--- src/rtl/multicycle_ctrl.sv ---
// multicycle_ctrl
//   Multi-cycle control FSM for the CPU datapath. It latches the Op/Func fields
//   during FETCH and then walks FETCH -> DECODE -> EXEC -> MEM -> WB as the
//   instruction requires, driving the datapath select and strobe inputs.
//   A data-memory wait counter forces the sticky FAULT state when DMReady stays
//   low for MEM_TIMEOUT consecutive MEM cycles.
//
//   Parameters
//     MEM_TIMEOUT  consecutive DMReady-low MEM cycles before FAULT (1..255)
//   Ports
//     clk        in   rising-edge clock
//     reset      in   asynchronous, active-low reset
//     Op, Func   in   instruction fields, captured at the end of FETCH
//     DMReady    in   data memory completes the current access this cycle
//     IRWrite    out  latch instruction word (FETCH)
//     PCWrite    out  load PC from NPC (retiring state only)
//     RegWrite   out  GRF write enable
//     MemWrite   out  DM write enable
//     MemRead    out  DM read request
//     RegDstSel  out  0=Rt 1=Rd 2=31
//     ALUSrcSel  out  0=GRFRD2 1=EXTO
//     toRegSel   out  0=ALU 1=DM 2=EXTO 3=PC4
//     NPCOp      out  0=PC+4 1=beq 2=j/jal 3=jr
//     ALUOp      out  0=add 1=sub 2=or
//     EXTOp      out  0=zero 1=sign 2=lui
//     DMType     out  0=word 1=byte
//     Retire     out  pulse on the final state of each instruction
//     Illegal    out  pulse in DECODE for unsupported Op/Func
//     MemFault   out  sticky memory-timeout flag, cleared only by reset
module multicycle_ctrl #(
    parameter int MEM_TIMEOUT = 15
) (
    input  logic       clk,
    input  logic       reset,
    input  logic [5:0] Op,
    input  logic [5:0] Func,
    input  logic       DMReady,
    output logic       IRWrite,
    output logic       PCWrite,
    output logic       RegWrite,
    output logic       MemWrite,
    output logic       MemRead,
    output logic [2:0] RegDstSel,
    output logic [2:0] ALUSrcSel,
    output logic [2:0] toRegSel,
    output logic [2:0] NPCOp,
    output logic [3:0] ALUOp,
    output logic [2:0] EXTOp,
    output logic [2:0] DMType,
    output logic       Retire,
    output logic       Illegal,
    output logic       MemFault
);

    typedef enum logic [2:0] {
        S_FETCH, S_DECODE, S_EXEC, S_MEM, S_WB, S_FAULT
    } state_t;

    typedef enum logic [3:0] {
        I_ADD, I_SUB, I_JR, I_ORI, I_LUI, I_LW, I_LB,
        I_SW, I_SB, I_BEQ, I_J, I_JAL, I_ILL
    } instr_t;

    localparam logic [7:0] LP_LAST = 8'(MEM_TIMEOUT - 1);

    state_t     r_state;
    logic [5:0] r_op;
    logic [5:0] r_func;
    logic [7:0] r_cnt;
    instr_t     w_instr;
    logic       w_load;
    logic       w_mem;

    function automatic instr_t decode(input logic [5:0] op, input logic [5:0] func);
        instr_t d;
        case (op)
            6'b000000: begin
                case (func)
                    6'b100000: d = I_ADD;
                    6'b100010: d = I_SUB;
                    6'b001000: d = I_JR;
                    default:   d = I_ILL;
                endcase
            end
            6'b001101: d = I_ORI;
            6'b001111: d = I_LUI;
            6'b100011: d = I_LW;
            6'b100000: d = I_LB;
            6'b101011: d = I_SW;
            6'b101000: d = I_SB;
            6'b000100: d = I_BEQ;
            6'b000010: d = I_J;
            6'b000011: d = I_JAL;
            default:   d = I_ILL;
        endcase
        return d;
    endfunction

    assign w_instr = decode(r_op, r_func);
    assign w_load  = (w_instr == I_LW) || (w_instr == I_LB);
    assign w_mem   = w_load || (w_instr == I_SW) || (w_instr == I_SB);

    always_ff @(posedge clk or negedge reset) begin
        if (!reset) begin
            r_state <= S_FETCH;
            r_op    <= '0;
            r_func  <= '0;
            r_cnt   <= '0;
        end else begin
            case (r_state)
                S_FETCH: begin
                    r_op    <= Op;
                    r_func  <= Func;
                    r_state <= S_DECODE;
                end
                S_DECODE: begin
                    if (w_instr == I_ILL)
                        r_state <= S_FETCH;
                    else if (w_instr == I_J || w_instr == I_JAL)
                        r_state <= S_WB;
                    else
                        r_state <= S_EXEC;
                end
                S_EXEC: begin
                    if (w_mem)
                        r_state <= S_MEM;
                    else if (w_instr == I_BEQ || w_instr == I_JR)
                        r_state <= S_FETCH;
                    else
                        r_state <= S_WB;
                end
                S_MEM: begin
                    if (DMReady) begin
                        r_cnt   <= '0;
                        r_state <= w_load ? S_WB : S_FETCH;
                    end else if (r_cnt == LP_LAST) begin
                        r_cnt   <= '0;
                        r_state <= S_FAULT;
                    end else begin
                        r_cnt   <= r_cnt + 8'd1;
                    end
                end
                S_WB:    r_state <= S_FETCH;
                S_FAULT: r_state <= S_FAULT;
                default: r_state <= S_FETCH;
            endcase
        end
    end

    logic       w_irwrite, w_pcwrite, w_regwrite, w_memwrite, w_memread;
    logic       w_retire, w_illegal, w_memfault;
    logic [2:0] w_regdst, w_alusrc, w_toreg, w_npcop, w_extop, w_dmtype;
    logic [3:0] w_aluop;

    // Moore decode of state and latched fields; the only input dependence is
    // DMReady, which lets a store retire in the MEM cycle that completes it.
    always_comb begin
        w_irwrite  = 1'b0;
        w_pcwrite  = 1'b0;
        w_regwrite = 1'b0;
        w_memwrite = 1'b0;
        w_memread  = 1'b0;
        w_retire   = 1'b0;
        w_illegal  = 1'b0;
        w_memfault = 1'b0;
        w_regdst   = 3'd0;
        w_alusrc   = 3'd0;
        w_toreg    = 3'd0;
        w_npcop    = 3'd0;
        w_aluop    = 4'd0;
        w_extop    = 3'd0;
        w_dmtype   = 3'd0;
        case (r_state)
            S_FETCH: w_irwrite = 1'b1;
            S_DECODE: begin
                if (w_instr == I_ILL) begin
                    w_illegal = 1'b1;
                    w_pcwrite = 1'b1;
                    w_retire  = 1'b1;
                end
            end
            S_EXEC: begin
                case (w_instr)
                    I_SUB: w_aluop = 4'd1;
                    I_ORI: begin w_aluop = 4'd2; w_alusrc = 3'd1; end
                    I_LUI: begin w_alusrc = 3'd1; w_extop = 3'd2; end
                    I_LW, I_LB, I_SW, I_SB: begin w_alusrc = 3'd1; w_extop = 3'd1; end
                    I_BEQ: begin
                        w_aluop   = 4'd1;
                        w_extop   = 3'd1;
                        w_pcwrite = 1'b1;
                        w_npcop   = 3'd1;
                        w_retire  = 1'b1;
                    end
                    I_JR: begin
                        w_pcwrite = 1'b1;
                        w_npcop   = 3'd3;
                        w_retire  = 1'b1;
                    end
                    default: ;
                endcase
            end
            S_MEM: begin
                // Address path held stable for the whole access.
                w_alusrc  = 3'd1;
                w_extop   = 3'd1;
                w_dmtype  = (w_instr == I_LB || w_instr == I_SB) ? 3'd1 : 3'd0;
                w_memread = w_load;
                w_memwrite = !w_load;
                if (!w_load && DMReady) begin
                    w_pcwrite = 1'b1;
                    w_retire  = 1'b1;
                end
            end
            S_WB: begin
                w_pcwrite  = 1'b1;
                w_retire   = 1'b1;
                w_regwrite = 1'b1;
                case (w_instr)
                    I_ADD: w_regdst = 3'd1;
                    I_SUB: begin w_regdst = 3'd1; w_aluop = 4'd1; end
                    I_ORI: begin w_aluop = 4'd2; w_alusrc = 3'd1; end
                    I_LUI: begin w_alusrc = 3'd1; w_extop = 3'd2; w_toreg = 3'd2; end
                    I_LW:  w_toreg = 3'd1;
                    I_LB:  begin w_toreg = 3'd1; w_dmtype = 3'd1; end
                    I_J:   begin w_regwrite = 1'b0; w_npcop = 3'd2; end
                    I_JAL: begin w_regdst = 3'd2; w_toreg = 3'd3; w_npcop = 3'd2; end
                    default: ;
                endcase
            end
            S_FAULT: w_memfault = 1'b1;
            default: ;
        endcase
    end

    // The state register already sits in FETCH while reset is held, so the
    // outputs are forced low by reset itself; IRWrite rises as soon as reset
    // releases, giving FETCH its strobe in the very first cycle.
    assign IRWrite   = reset & w_irwrite;
    assign PCWrite   = reset & w_pcwrite;
    assign RegWrite  = reset & w_regwrite;
    assign MemWrite  = reset & w_memwrite;
    assign MemRead   = reset & w_memread;
    assign Retire    = reset & w_retire;
    assign Illegal   = reset & w_illegal;
    assign MemFault  = reset & w_memfault;
    assign RegDstSel = reset ? w_regdst : 3'd0;
    assign ALUSrcSel = reset ? w_alusrc : 3'd0;
    assign toRegSel  = reset ? w_toreg  : 3'd0;
    assign NPCOp     = reset ? w_npcop  : 3'd0;
    assign ALUOp     = reset ? w_aluop  : 4'd0;
    assign EXTOp     = reset ? w_extop  : 3'd0;
    assign DMType    = reset ? w_dmtype : 3'd0;

endmodule

--- config.mk ---
export PLATFORM = sky130hd
export DESIGN_NAME = multicycle_ctrl
export DESIGN_NICKNAME = d
export VERILOG_FILES = /design/src/rtl/multicycle_ctrl.sv
export SDC_FILE = /design/constraint.sdc
export NUM_CORES = 1
export LEC_CHECK = 0
export ABC_AREA = 1
export CAP_MARGIN = 40
export CORE_ASPECT_RATIO = 0.8
export CORE_MARGIN = 3
export CORE_UTILIZATION = 30
export CTS_BUF_LIST = sky130_fd_sc_hd__clkbuf_4
export DETAILED_ROUTE_END_ITERATION = 12
export HOLD_SLACK_MARGIN = 0.05
export PLACE_DENSITY_LB_ADDON = 0.2
export SYNTH_ARGS = -nofsm -noshare
export SYNTH_HDL_FRONTEND = slang
export SYNTH_SLANG_ARGS = --single-unit
--- constraint.sdc ---
create_clock -name clk -period 1.7 [get_ports clk]
set_clock_uncertainty 0.1 [all_clocks]
set_input_delay 0.34 -clock clk [delete_from_list [all_inputs] [get_ports clk]]
set_output_delay 0.34 -clock clk [all_outputs]
set_load 0.1 [all_outputs]
==> results.toml, run 1 <==
[detailed_routing]
average_routed_wire_per_standard_cell_um = 12.06
drtAntennaViolNets = 0
postRouteWirelength_mm = 5.067
initial_detailed_routing_violation_count = 65
route.vias.total = 1881
met1_length_mm = 2.312
dr_wl_met2_mm = 2.485
drt-pass1-iter-count = 4
route.top_layer_used = "met4"
wl_met3_um = 226
post_drt_via_cell_ratio = 4.479
route.detailed.drc = 0

[placed_design]
post_place_cells = 402
io_buffer_count = 34
gpl.final_weighted_congestion = 0.7943
placed_area_um2 = 2898
dp_hpwl_mm = 3.885
dpl_worst_slack_ns = -0.5620

[floorplanning]
floorplan.initialDensity = 0.3130
io_pins = 45
die_y_um = 73.91
coreArea_um2 = 5525
die-width_um = 90.88
design.die.area_um2 = 6716
rows = 24

[synthesis]
synth_top_family_by_area = "simple AND/OR/NAND/NOR gates"
post_synth_instance_area_um2 = 1729
synth.mux.area_fraction = 0.03256
seq_cells_post_synth = 23
synth_simple_gate_area_frac = 0.3365
yosysUniqueCellTypes = 36
yosysSeqAreaShare = 0.3329
syn_inst = 239
synth-compound-area-share = 0.1208
xor_and_xnor_fraction_of_the_mapped_netlist_area = 0.02533
post_synth.cell_area_avg_um2 = 7.235
yosys.area_share.adder = 0.01447
yosysWarningCount = 0

[setup_path]
worst-setup-path-type = "flip-flop to output port"
r2r_end = "r_state[2]"
timing.reg2reg.worst_path_depth = 10
worst_r2r_startpoint = "r_op[1]"
timing.critical_path.required_ns = 1.26
timing.reg2reg.setup_slack_ns = -0.07
startpoint_type = "flip-flop"
crit_path_end_kind = "output port"
arrival_ns = 2.05
worst_path_maximum_fanout = 5

[clock_network]
cts.sinks = 23
htree_levels = 1
skew_pair_late_insertion_delay_ns = 0.31
cts_buffer_depth = 2
number_of_clock_buffers_inserted_by_tritoncts = 3
cts_root_buffer = "clkbuf_4"
cts_tree = "yes"
cts_hold_repair.buffers = 0
clk_transition_reported_paths_ns = 0.13

[timing]
fin_crit_share = 1.466
clock.fmax_ghz = 0.4014
fin_setup_tns_ns = -11.89
timing_max_transition_violations_final = 0
period_needed_ns = 2.492
worst_slack_ns = -0.7915
hold_ws_ns = 0.2486
rsz0062_at_grt = "true"
setup_viol = 21
finalHoldViolations = 0

[finish]
final_area_um2 = 3333
finalCoreUtilization = 0.6033
antenna-diode-count = 0
layout.nets = 360
fin_cells = 420
post_route_cells_drive_above_1_share = 0.5497
layout_common_cells = "55 x buf_4, 29 x nand2_1, 23 x nor2_1, 23 x buf_12, 20 x inv_1"
final_common_cell = "buf_4"
areaGrowthSynthToFinish_pct = 92.76

[grt]
via_count_of_the_first_global_routing_pass = 1831
grt_first_pass_wirelength_mm = 8.314
grt_antenna_before_repair = 0
grt_start_max_net_pins = 21
track_usage = 0.1528
grt_overflow = 0

[power_and_ir_drop]
irDropWorstVdd_mv = 0.8230
static-leakage-power_nw = 1.527
total_power_mw = 4.284
p_per_area_nw_per_um2 = 1285

[status]
violated_checks = "negative setup slack"
run_status = "finished, violations left"

[run]
maxCapViolCount = 0

[min_path]
worstHoldPathType = "input pin to asynchronous set/reset pin"
-- power by group --
group | switching (mW) | internal (mW) | leakage (nW) | total [mW]
clock network | 0.164 | 0.0879 | 0.0177 | 0.251
logic | 1.68 | 1.29 | 1.24 | 2.97
registers | 0.255 | 0.811 | 0.269 | 1.07
-- cells by family (layout without fill, tap and decap cells) --
logic type / after synthesis / in the layout
compound gates: 34 / 34
xor+xnor: 5 / 5
fa+ha+maj: 2 / 2
buf+inv: 50 / 144
flops: 23 / 23
mux: 5 / 5
other cells: 1 / 10
simple gates: 119 / 119
-- area by class of cell --
| class | count | area (um^2) |
|---|---|---|
| Fill cell | 480 | 2192 |
| Multi-Input combinational cell | 175 | 1335 |
| Timing Repair Buffer | 104 | 1147 |
| Sequential cell | 23 | 581.8 |
| Inverter | 36 | 143.9 |
| Tap cell | 78 | 97.59 |
| Clock buffer | 3 | 22.52 |
| Clock inverter | 1 | 5.005 |
-- worst max path at each step --
| stage | start | end | slack [ns] | depth (start not counted) |
|---|---|---|---|---|
| after floorplan | r_op[5] | Retire | -0.83 | 11 |
| after detailed placement | reset | toRegSel[0] | -0.56 | 8 |
| after global placement | reset | toRegSel[0] | -0.56 | 8 |
| after global routing | r_op[1] | Retire | -0.93 | 11 |
| after CTS | r_op[2] | Retire | -0.79 | 12 |
| final | r_op[1] | PCWrite | -0.79 | 11 |
-- state kept, by name, indices dropped and copies added, names as in the netlist --
register  cells
r_op          6
r_state       3
r_func        6
r_cnt         8
-- per-layer routing --
metal / global-route usage / up-vias
li1: - / 965
met1: 0.2033 / 871
met2: 0.2695 / 40
met3: 0.01945 / 5
met4: 0.03512 / 0
met5: 0 / -
-- repair_timing --
action	4_1_cts	5_1_grt
setup endpoints to repair	23	31
pin swaps	16	8
hold endpoints to repair	0	0
resized for setup	56	22
setup buffers	6	10
-- Yosys cell counts, drive strengths merged --
| cell type | n | area share |
|---|---|---|
| a31oi | 2 | 0.0072 |
| conb | 1 | 0.0022 |
| nor2 | 44 | 0.11 |
| ha | 2 | 0.014 |
| nand4 | 2 | 0.0072 |
| dfrtp | 23 | 0.33 |
| a21boi | 1 | 0.0043 |
| o21ai | 8 | 0.027 |
| mux2 | 5 | 0.033 |
| nand3 | 21 | 0.078 |
| xnor2 | 1 | 0.0051 |
| inv | 35 | 0.076 |
| clkbuf | 1 | 0.0022 |
| o2111ai | 1 | 0.0051 |
| nand3b | 1 | 0.0043 |
| nor3 | 8 | 0.038 |
| xor2 | 4 | 0.020 |
| o31ai | 1 | 0.0043 |
| nor3b | 1 | 0.0043 |
| o22ai | 8 | 0.033 |
| nand2 | 42 | 0.093 |
| a21oi | 13 | 0.040 |
| buf | 13 | 0.055 |
| clkinv | 1 | 0.0022 |
-- critical path: stages, from the launching register on --
cell and delay (ns):
dfrtp_1 0.45, nor2_4 0.21, buf_4 0.16, nand3_4 0.08, buf_4 0.17, nand2_4 0.06, o31ai_1 0.07, inv_1 0.07
nand3_2 0.07, nand2_2 0.08, clkinvlp_4 0.13, buf_12 0.19
No activity file was read; power rests on OpenSTA's default activity.
==> run 2: changes to the inputs <==
ABC_AREA = not set   (was 1)
CELL_PAD_IN_SITES_DETAIL_PLACEMENT = 1   (was not set)
CELL_PAD_IN_SITES_GLOBAL_PLACEMENT = 1   (was not set)
==> run 2 against run 1 <==
Effect of this change: non-clock buffer count is 40 higher; worst hold slack better by 0.12 ns; worst setup slack worse by 0.35 ns; fmax is 12% lower; the run still ends with negative setup slack left; first-iteration DRC count is 120% higher; power is 86% higher; final cell count is 6.2% higher; die area is 11% higher; largest cell class unchanged; via count is 35% higher; count of clock-buffer cells in the layout stayed put; register-to-register slack worse by 0.48 ns; synthesized cell count is 2.9% lower.
==> results.toml, run 2 <==
[synthesis]
yosysWarningCount = 0
post_synth_instance_area_um2 = 1939
proportion_of_synthesized_flip_flops_having_asynchronous_set_or_reset = 1.000
post_synth_most_frequent_cells = "23 x dfrtp_1, 20 x nand2_1, 18 x nor2_1, 18 x o21ai_0"
syn_inst = 232
seq_cells_post_synth = 23
synth_top_cells_by_area = "dfrtp_1 30%, mux2_2 5.8%, buf_4 5.0%"
synth_ff_type = "dfrtp_1"
post_synth.cell_area_avg_um2 = 8.359
yosysSeqAreaShare = 0.2968
synth_largest_area_cell = "dfrtp_1"
synth_most_common_cell = "dfrtp_1"
synthDominantCellAreaShare = 0.2968
yosysUniqueCellTypes = 58
synth-edff-count = 0

[finish]
flip_flop_count_of_the_largest_register_all_copies_and_words_added = 8
max_flop_register = "r_cnt"
layout.filler_cells = 637
layout_common_cells = "64 x buf_4, 40 x buf_6, 24 x buf_12"
post_route_cells_drive_above_1_share = 0.6548
layout.nets = 383
area_taken_by_multi_input_logic_gates_um2 = 1826
fin_cells = 446
antenna-diode-count = 0
final_common_cell = "buf_4"
sequential_cell_area_um2 = 584.3
biggestRegsByFlops = "r_cnt x8, r_func x6, r_op x6"
areaGrowthSynthToFinish_pct = 113.4

[timing]
rsz0062_at_grt = "true"
fin_crit_share = 1.671
worst_slack_ns = -1.141
finalHoldViolations = 0
clock.fmax_ghz = 0.3520
timing_max_transition_violations_final = 0
period_needed_ns = 2.841
setup_viol = 38

[setup_path]
worstPathBufferInverterCount = 2
crit_family = "simple AND/OR/NAND/NOR gates"
timing.critical_path.mode_cell = "buf_12"
timing.critical_path.slowest_cell_delay_ns = 0.46
startpoint_type = "flip-flop"
timing.critical_path.required_ns = 1.26
worst_r2r_startpoint = "r_op[3]"
critPathSlowestCell = "dfrtp_2"
timing.reg2reg.setup_slack_ns = -0.55
worst-setup-path-type = "flip-flop to output port"
timing.reg2reg.worst_path_depth = 8
arrival_ns = 2.40
cell_breakdown_of_the_critical_path = "buf_12 -> or2_4 -> and3_4 -> o31ai_4 -> nand2_2 -> nor4_4 -> buf_12"
worst_path_maximum_fanout = 7
r2r_end = "r_state[2]"
crit_path_end_kind = "output port"

[floorplanning]
coreArea_um2 = 6068
io_pins = 45
die_y_um = 77.92
floorplan.initialDensity = 0.3196
die-width_um = 95.89
design.die.area_um2 = 7471
rows = 25

[power_and_ir_drop]
total_power_mw = 7.986
static-leakage-power_nw = 1.787
irDropWorstVdd_mv = 1.134
p_per_area_nw_per_um2 = 1930

[clock_network]
cts_root_buffer = "clkbuf_4"
cts_tree = "yes"
cts.sinks = 23
skew_pair_late_insertion_delay_ns = 0.34
cts_buffer_depth = 2
htree_levels = 1
number_of_clock_buffers_inserted_by_tritoncts = 3
clk_transition_reported_paths_ns = 0.15

[detailed_routing]
postRouteWirelength_mm = 11.72
drt-pass1-iter-count = 4
drtAntennaViolNets = 0
initial_detailed_routing_violation_count = 146
average_routed_wire_per_standard_cell_um = 26.29
route.vias.total = 2536
post_drt_via_cell_ratio = 5.686
route.detailed.drc = 0

[placed_design]
post_place_cells = 410
io_buffer_count = 34
gpl.final_weighted_congestion = 0.8713
dp_hpwl_mm = 5.764

[grt]
grt_antenna_before_repair = 0
grt_start_max_net_pins = 17
via_count_of_the_first_global_routing_pass = 2592
grt_overflow = 0
grt_first_pass_wirelength_mm = 14.57
track_usage = 0.2587

[status]
run_status = "finished, violations left"
violated_checks = "negative setup slack"

[min_path]
worstHoldPathType = "input pin to asynchronous set/reset pin"

[run]
maxCapViolCount = 0
[run 2: changes by cell type in the layout (fill, tap and decap cells not counted), moves of 6 or more]
cell / before / now
buf_6: 12 / 40
inv_1: 20 / 3
inv_2: 13 / 2
buf_4: 55 / 64
nor2_4: 15 / 7
nor2_1: 23 / 9
nand2_1: 29 / 12
nand2b_1: 0 / 7
nand3_2: 9 / 1
o22ai_1: 6 / 0
mux2_4: 0 / 10
[run 2: what timing repair did]
| action | 4_1_cts | 5_1_grt |
|---|---|---|
| resized for setup | 64 | 88 |
| setup buffers | 20 | 16 |
| pin swaps | 16 | 35 |
| endpoints found under the setup margin | 31 | 40 |
| cloned | 1 | 0 |
| hold buffers | 0 | 0 |
[run 2: final cells by class]
type                       count  area share
timing repair buffer         144      0.3819
inverter                       5    0.004536
sequential                    23      0.1412
tap                           81     0.02449
clock buffer                   3    0.005443
multi-input combinational    189      0.4412
clock inverter                 1    0.001210
[run 2: cell families (layout without fill, tap and decap cells)]
logic type | count (synthesis) | in the layout | synth area share
and+or+nand+nor | 104 | 104 | 0.3168
AOI/OAI and AO/OA | 59 | 60 | 0.2090
buffers and inverters | 30 | 153 | 0.09097
DFF | 23 | 23 | 0.2968
muxes | 10 | 10 | 0.05807
xor gates and xnor gates | 3 | 3 | 0.01355
adders and majority gates | 2 | 2 | 0.01290
other | 1 | 10 | 0.001934
[run 2: tightest hold or removal path: cells and delay by family]
kind | cells | cell delay, ns
buffers and inverters | 5 | 0.84
[run 2: power by group]
group / switching [mW] / leakage [nW] / internal (mW) / total (mW)
Clock: 0.183 / 0.0177 / 0.0884 / 0.271
Sequential: 0.307 / 0.280 / 0.822 / 1.13
Combinational: 3.45 / 1.49 / 3.13 / 6.59
[run 2: stage by stage]
step                hold WS, ns  area (um^2)  TNS, ns  setup slack, ns    util
floorplan              -0.05559         2291   -11.61           -1.069       -
global placement         0.3937         3316   -13.32          -0.6915  0.5464
detailed placement       0.4017         3316   -14.31          -0.7311  0.5464
CTS                      0.2998         3724   -16.86           -1.017  0.6136
global route             0.3918         4138   -22.07           -1.207  0.6819
finish                   0.3735         4138   -19.92           -1.141  0.6819
[run 2: layer usage]
metal  track usage  vias up  routed length (um)
li1              -     1087                   -
met1        0.3033     1259                4314
met2        0.4559      133                5876
met3       0.03295       57                 705
met4        0.1278        0                 828
met5             0        -                   0
[run 2: worst max-delay path by stage]
stage          startpoint            to  slack, ns  depth (start not counted)
2_1_floorplan     r_op[5]  RegDstSel[0]      -1.07                          6
3_3_place_gp      r_op[3]       PCWrite      -0.69                          7
3_5_place_dp      r_op[3]       PCWrite      -0.73                          7
4_1_cts           r_op[3]  RegDstSel[0]      -1.02                          7
5_1_grt           r_op[3]      ALUOp[0]      -1.21                          7
6_report          r_op[5]      ALUOp[0]      -1.14                          7
==> run 3: changes to the inputs <==
ABC_AREA = 1   (was not set)
==> run 3 against run 2 <==
Effect of this change: the flow still finishes with violations (negative setup slack); flip-flop and latch count is the same; combinational power shrank 51%; register-to-register slack improved by 0.45 ns; worst setup slack gained 0.20 ns; count of clock-buffer cells in the layout unchanged; power decreased by 43%; final cell count is 6.1% lower; critical path depth rose by 1; first-iteration DRC count is 36% lower; via count is 22% lower; cell area is 18% lower; critical endpoint unchanged.
==> results.toml, run 3 (synthesized netlist as in run 1, its figures left out) <==
[timing]
timing_max_transition_violations_final = 0
finalHoldViolations = 0
fin_crit_share = 1.551
rsz0062_at_grt = "true"
fin_setup_tns_ns = -13.29
setup_viol = 23
tightest_slew_ns = 0.5660
worst_slack_ns = -0.9362
period_needed_ns = 2.636
clock.fmax_ghz = 0.3793
hold_ws_ns = 0.1931
max_slew_margin = 0.6214

[grt]
grt_first_pass_wirelength_mm = 9.522
grt_overflow = 0
via_count_of_the_first_global_routing_pass = 1973
grt_antenna_before_repair = 0
grt_start_max_net_pins = 21
track_usage = 0.1760

[finish]
antenna-diode-count = 0
max_flop_register = "r_cnt"
flip_flop_count_of_the_largest_register_all_copies_and_words_added = 8
layout_common_cells = "50 x buf_4, 25 x nand2_1, 23 x buf_12"
post_route_cells_drive_above_1_share = 0.5806
areaGrowthSynthToFinish_pct = 95.95
biggestRegsByFlops = "r_cnt x8, r_func x6, r_op x6"
final_common_cell = "buf_4"
layout.nets = 359

[status]
run_status = "finished, violations left"
violated_checks = "negative setup slack"

[floorplanning]
floorplan.initialDensity = 0.3130
coreArea_um2 = 5525
rows = 24
die_y_um = 73.91
io_pins = 45
die-width_um = 90.88
design.die.area_um2 = 6716

[power_and_ir_drop]
irDropWorstVdd_mv = 0.6642
p_per_area_nw_per_um2 = 1355
static-leakage-power_nw = 1.539
total_power_mw = 4.590

[clock_network]
skew_pair_late_insertion_delay_ns = 0.32
htree_levels = 1
cts.sinks = 23
number_of_clock_buffers_inserted_by_tritoncts = 3
cts_root_buffer = "clkbuf_4"
cts_buffer_depth = 2
cts_tree = "yes"
clk_transition_reported_paths_ns = 0.15

[setup_path]
crit_path_end_kind = "output port"
arrival_ns = 2.20
timing.critical_path.required_ns = 1.26
worst_path_maximum_fanout = 5
startpoint_type = "flip-flop"
worst-setup-path-type = "flip-flop to output port"
timing.reg2reg.worst_path_depth = 8

[placed_design]
dpl_worst_slack_ns = -0.5663
dp_hpwl_mm = 4.509
gpl.final_weighted_congestion = 0.8274
io_buffer_count = 34

[detailed_routing]
drtAntennaViolNets = 0
initial_detailed_routing_violation_count = 93
drt-pass1-iter-count = 4
route.detailed.drc = 0
post_drt_via_cell_ratio = 4.740
route.vias.total = 1986
average_routed_wire_per_standard_cell_um = 16.71
postRouteWirelength_mm = 7.001

[run]
maxCapViolCount = 0

[min_path]
worstHoldPathType = "input pin to asynchronous set/reset pin"
-- run 3: worst max-delay path, cell delays in order (launching register included) --
cell     delay, ns
dfrtp_2       0.48
nor2_4        0.24
nand3_4       0.15
nor3b_4       0.28
nor2_4        0.07
nand2_2       0.11
nand3_2       0.11
nor3_4        0.24
buf_12        0.20
-- run 3: area by class of cell --
class / instances / area [um^2]
clock buffers: 3 / 22.52
well taps: 78 / 97.59
flip-flops and latches: 23 / 585.6
multi-input cells: 175 / 1373
clock inverters: 1 / 7.507
inverters: 36 / 148.9
fillers: 646 / 2137
repair buffers: 103 / 1154
-- run 3: what timing repair did --
item / in CTS / in global routing
pin swaps: 5 / 23
endpoints found under the hold margin: 11 / 0
resized for setup: 32 / 67
setup buffers: 4 / 12
setup endpoints to repair: 23 / 31
hold buffers: 1 / 0
cloned: 0 / 0
-- run 3: final timing paths --
check / slack (ns) / end / startpoint
worst min register to register: 0.44 / r_cnt[0] / r_cnt[0]
worst min-delay path: 0.19 / r_func[2] / reset
worst max-delay path: -0.94 / ALUOp[0] / r_op[0]
worst max register to register: -0.10 / r_state[1] / r_op[0]
min in group clk: 0.44 / r_cnt[0] / r_cnt[0]
max in group asynchronous: 0.32 / r_state[1] / reset
-- run 3: metrics by stage --
step                instances  utilization  area [um^2]
floorplan                 248            -         1917
global placement          398       0.5168         2855
detailed placement        398       0.5168         2855
CTS                       407       0.5491         3034
global route              419       0.6132         3388
finish                    419       0.6132         3388
-- run 3: metal layers --
| metal | GRT usage | vias to the layer above | share of wire |
|---|---|---|---|
| li1 | - | 960 | - |
| met1 | 0.2157 | 958 | 0.41 |
| met2 | 0.3369 | 56 | 0.54 |
| met3 | 0.02764 | 12 | 0.034 |
| met4 | 0.02676 | 0 | 0.021 |
| met5 | 0 | - | 0 |
-- run 3: where the power goes --
group | switching (mW) | leakage [nW] | internal [mW]
sequential | 0.294 | 0.266 | 0.816
combinational | 1.83 | 1.26 | 1.36
clock | 0.193 | 0.0139 | 0.0899
total | 2.32 | 1.54 | 2.27
